--- src/rtl/rca_16.sv ---
// ----------------------------------------------------------------------------
// rca_16 : registered ripple-carry adder, {cout, S} = A + B + cin.
//
// The combinational core is a chain of WIDTH one-bit full adders with no
// lookahead; carry c(i+1) of stage i feeds stage i+1. Sum, carry-out and
// signed overflow are captured in an output register one cycle after a valid
// operand set. Cycles with in_valid low hold the previous result and drop
// out_valid.
//
// Ports (rca_16):
//   clk        in   system clock, rising-edge
//   rst        in   synchronous active-high reset
//   in_valid   in   A/B/cin valid this cycle
//   A, B       in   WIDTH-bit unsigned addends
//   cin        in   carry into bit 0
//   S          out  registered sum (modulo 2^WIDTH)
//   cout       out  registered carry out of the MSB
//   ovf        out  registered two's-complement overflow
//   out_valid  out  S/cout/ovf hold a result from a valid operand set
//
// Ports (rca_fa):
//   a_i, b_i, c_i  in   addend bits and carry-in
//   s_o, c_o       out  sum bit and carry-out (combinational)
// ----------------------------------------------------------------------------

// One-bit full adder cell.
module rca_fa (
  input  logic a_i,
  input  logic b_i,
  input  logic c_i,
  output logic s_o,
  output logic c_o
);

  assign s_o = a_i ^ b_i ^ c_i;
  assign c_o = (a_i & b_i) | (a_i & c_i) | (b_i & c_i);

endmodule

module rca_16 #(
  parameter int unsigned WIDTH = 16
) (
  input  logic             clk,
  input  logic             rst,
  input  logic             in_valid,
  input  logic [WIDTH-1:0] A,
  input  logic [WIDTH-1:0] B,
  input  logic             cin,
  output logic [WIDTH-1:0] S,
  output logic             cout,
  output logic             ovf,
  output logic             out_valid
);

  localparam int unsigned MSB = WIDTH - 1;

  // carry[i] is the carry into bit i; carry[WIDTH] is the adder carry-out.
  logic [WIDTH:0]   carry;
  logic [WIDTH-1:0] sum_c;
  logic             ovf_c;

  // Result register and its next-state values.
  logic [WIDTH-1:0] s_q,     s_d;
  logic             cout_q,  cout_d;
  logic             ovf_q,   ovf_d;
  logic             valid_q, valid_d;

  assign carry[0] = cin;

  // Ripple chain: each stage consumes the carry produced by the stage below.
  for (genvar i = 0; i < WIDTH; i++) begin : g_stage
    rca_fa u_fa (
      .a_i (A[i]),
      .b_i (B[i]),
      .c_i (carry[i]),
      .s_o (sum_c[i]),
      .c_o (carry[i+1])
    );
  end

  // Signed overflow: carry into the sign bit disagrees with carry out of it.
  assign ovf_c = carry[MSB] ^ carry[WIDTH];

  // Next-state: capture on valid, otherwise hold the result and clear valid.
  always_comb begin
    s_d     = s_q;
    cout_d  = cout_q;
    ovf_d   = ovf_q;
    valid_d = 1'b0;
    if (in_valid) begin
      s_d     = sum_c;
      cout_d  = carry[WIDTH];
      ovf_d   = ovf_c;
      valid_d = 1'b1;
    end
  end

  // Output register; reset discards any operation presented alongside it.
  always_ff @(posedge clk) begin
    if (rst) begin
      s_q     <= WIDTH'(0);
      cout_q  <= 1'b0;
      ovf_q   <= 1'b0;
      valid_q <= 1'b0;
    end else begin
      s_q     <= s_d;
      cout_q  <= cout_d;
      ovf_q   <= ovf_d;
      valid_q <= valid_d;
    end
  end

  assign S         = s_q;
  assign cout      = cout_q;
  assign ovf       = ovf_q;
  assign out_valid = valid_q;

endmodule

--- config.mk ---
export PLATFORM = sky130hd
export DESIGN_NAME = rca_16
export DESIGN_NICKNAME = d
export VERILOG_FILES = /design/src/rtl/rca_16.sv
export SDC_FILE = /design/constraint.sdc
export NUM_CORES = 1
export LEC_CHECK = 0
export BUFFER_PORTS_ARGS = -buffer_cell sky130_fd_sc_hd__buf_2
export CORE_ASPECT_RATIO = 1.75
export CORE_MARGIN = 8
export CORE_UTILIZATION = 44
export DETAILED_ROUTE_END_ITERATION = 10
export PLACE_DENSITY = 0.77
export SLEW_MARGIN = 10
export SYNTH_ARGS = -nofsm -noshare
export SYNTH_HDL_FRONTEND = slang
export SYNTH_SLANG_ARGS = --single-unit
--- constraint.sdc ---
create_clock -name clk -period 8.8 [get_ports clk]
set_clock_uncertainty 0.15 [all_clocks]
set_input_delay 0.88 -clock clk [delete_from_list [all_inputs] [get_ports clk]]
set_output_delay 0.88 -clock clk [all_outputs]
set_load 0.01 [all_outputs]
==> results.sh <==
export IMPL_status="complete, no violations"
export IMPL_tightest_slew_ns=0.5927
export IMPL_cts_resized_gates=0
export IMPL_place_ws_ns=0.9638
export IMPL_clk_pin_slew_ns=0.07
export IMPL_critPathCapture="S[15]"
export IMPL_ys_seq_area_share_pct=36.63
export IMPL_hold_path_class="reg2reg"
export IMPL_ctsRootBufferMaster="clkbuf_8"
export IMPL_leakagePower_nw=0.7019
export IMPL_worstReg2RegEnd="ovf"
export IMPL_crit_start="A[0]"
export IMPL_drt_pass1_iterations=2
export IMPL_seqPwrFrac_pct=45.3
export IMPL_syn_to_final_growth_pct=30.24
export IMPL_p_sw_share_pct=28.33
export IMPL_synth_seq_cells=19
export IMPL_critPathMaxFanout=2
export IMPL_drc=0
export IMPL_setup_ws_ns=1.249
export IMPL_gp_congestion=0.6977
export IMPL_intPower_uw=156.8
export IMPL_nFillCells=216
export IMPL_setup_viol=0
export IMPL_grt_max_degree=23
export IMPL_netlist_instances=84
export IMPL_routedWlPerCell_um=14.02
export IMPL_fin_setup_tns_ns=0
export IMPL_ioPinCount=55
export IMPL_rsz0062_at_grt="no"
export IMPL_period_needed_ns=7.551
export IMPL_num_rows=23
export IMPL_fmax_mhz=132.4
export IMPL_worstSetupPathType="in2reg"
export IMPL_ctsHoldBuffers=0
export IMPL_met3_usage_pct=2.588
export IMPL_r2r_start="ovf"
export IMPL_yosys_area_top_type="dfxtp_1"
export IMPL_reg2reg_setup_slack_ns=7.94
export IMPL_drtIter0Drc=5
export IMPL_grt_pass1_vias=867
export IMPL_p_comb_share_pct=27.4
export IMPL_wl_um=2285
export IMPL_gr_total_overflow=0
export IMPL_numPortBuffers=54
export IMPL_switching_power_uw=62.01
export IMPL_rr_worst_depth=2
export IMPL_synth_warnings=0
export IMPL_yosysUniqueCellTypes=13
export IMPL_synth_area_leaders="dfxtp_1 37%, fa_1 31%, mux2i_1 13%"
export IMPL_post_cts_buffers=0
export IMPL_powerDensity_nw_per_um2=161.8
export IMPL_cts_tree="done"
export IMPL_syn_avg_cell_area_um2=12.36
export IMPL_dieArea_um2=4232
export IMPL_vdd_ir_drop_max_v=0.00008535
export IMPL_maxSlewHeadroom_pct=60.49
export IMPL_clock_sinks=19
export IMPL_synth_top_cell_area_share_pct=36.63
export IMPL_vias=769
export IMPL_maxCapViolations=0
export IMPL_grt_use_met2_pct=20.29
export IMPL_busiest_layer="met2"
export IMPL_cts_htree_levels=1
export IMPL_critical_path_arrival_ns=7.59
export IMPL_hold_viol_final=0
export IMPL_clockBufferDepth=2
export IMPL_viasPerCell=4.718
export IMPL_grt_pass1_wl_um=3774
export IMPL_drv_slew=0
export IMPL_synth_nets=136
export IMPL_antenna_found_initial=0
export IMPL_numCtsBuffers=3
export IMPL_hpwl_um=1947
export IMPL_clockPowerShare_pct=27.3
export IMPL_nets=191
export IMPL_drive_gt1_share_pct=45.65
export IMPL_holdPathStages=2
export IMPL_post_route_period_util_pct=85.81
export IMPL_final_antenna_net_count=0
export IMPL_coreArea_um2=2273
export IMPL_clk_latency_ns=0.26
export IMPL_start_kind="input port"
export IMPL_required_ns=8.84
export IMPL_initial_utilization_pct=45.68
export IMPL_grt_util_all_layers_pct=11.62
export IMPL_die_width_um=52.73
export IMPL_diodes=0
export IMPL_endpoint_kind="flop"
export IMPL_gr_usage_met1_pct=11.54
export IMPL_die_h_um=80.27
export IMPL_netlist_area_um2=1038
Yosys cell counts:
cell type and number:
a21o_1 1, inv_1 7, buf_2 2, dfxtp_1 19
nor3b_1 1, nor2_1 14, mux2i_1 14, nor2_2 3
xnor2_1 1, fa_1 16, buf_6 2, nor2b_1 1
a211oi_2 3
area by class of cell:
| cell class | instances | area (um2) | area share [%] |
|---|---|---|---|
| Inverter | 7 | 26.28 | 1.943 |
| Sequential cell | 19 | 380.4 | 28.12 |
| Tap cell | 25 | 31.28 | 2.313 |
| Clock buffer | 4 | 45.04 | 3.330 |
| Timing Repair Buffer | 54 | 270.3 | 19.98 |
| Multi-Input combinational cell | 54 | 599.3 | 44.31 |
through the flow:
step	instance area (um2)	hold WS (ns)	utilization (%)	power, mW	instances
2_1_floorplan	1039	0.3657	-	0.1369	84
3_3_place_gp	1308	0.3192	57.51	0.1590	159
3_5_place_dp	1308	0.3290	57.51	0.1626	159
4_1_cts	1353	0.3448	59.49	0.2230	163
5_1_grt	1353	0.3696	59.49	0.2346	163
6_report	1353	0.3386	59.49	0.2188	163
critical path, cell delays in order:
cell and delay [ns]:
buf_2 0.10, inv_1 0.07, fa_1 0.16, inv_1 0.05, fa_1 0.38, fa_1 0.39
fa_1 0.38, fa_1 0.40, fa_1 0.40, fa_1 0.42, fa_1 0.39, fa_1 0.40
fa_1 0.40, fa_1 0.39, fa_1 0.41, fa_1 0.42, fa_1 0.40, fa_1 0.43
inv_1 0.10, fa_1 0.42, a211oi_2 0.21
metal layers:
layer	part of all wire [%]	vias to the layer above
met5	0	-
met4	2.2	0
met3	8.4	4
met2	58	29
met1	32	366
li1	-	370
flip-flops by register name (all words and copies together) (netlist names):
register	count
S	16
out_valid	1
ovf	1
cout	1
layout by cell type (no fill, tap or decap):
cell / n
inv_1: 7
fa_1: 16
a21o_1: 1
dfxtp_1: 19
a211oi_2: 3
xnor2_1: 1
nor3b_1: 1
clkbuf_1: 1
buf_2: 54
mux2i_1: 14
nor2_1: 14
nor2b_1: 1
nor2_2: 3
clkbuf_8: 3
power by group through the flow:
stage                     Combinational (mW)  Clock (mW)  Sequential [mW]
after detailed placement              0.0615           0            0.101
after CTS                             0.0616      0.0621           0.0993
after global routing                  0.0684      0.0657            0.100
after floorplan                       0.0310           0            0.106
after global placement                0.0580           0            0.101
final                                 0.0599      0.0598           0.0991
cell families after synthesis:
logic type | count (synthesis) | share of synthesized area, %
compound gates | 4 | 4.338
buf+inv | 11 | 5.663
simple gates | 19 | 8.194
flops | 19 | 36.63
mux | 14 | 13.49
xor+xnor | 1 | 0.8435
fa+ha+maj | 16 | 30.84
worst min path at each step:
stage | start | to | slack (ns)
finish | S[7] | S[7] | 0.34
floorplan | S[0] | S[0] | 0.37
global placement | S[2] | S[2] | 0.32
CTS | S[2] | S[2] | 0.34
detailed placement | S[2] | S[2] | 0.33
global route | cout | cout | 0.37
No activity file was read; power rests on OpenSTA's default activity.
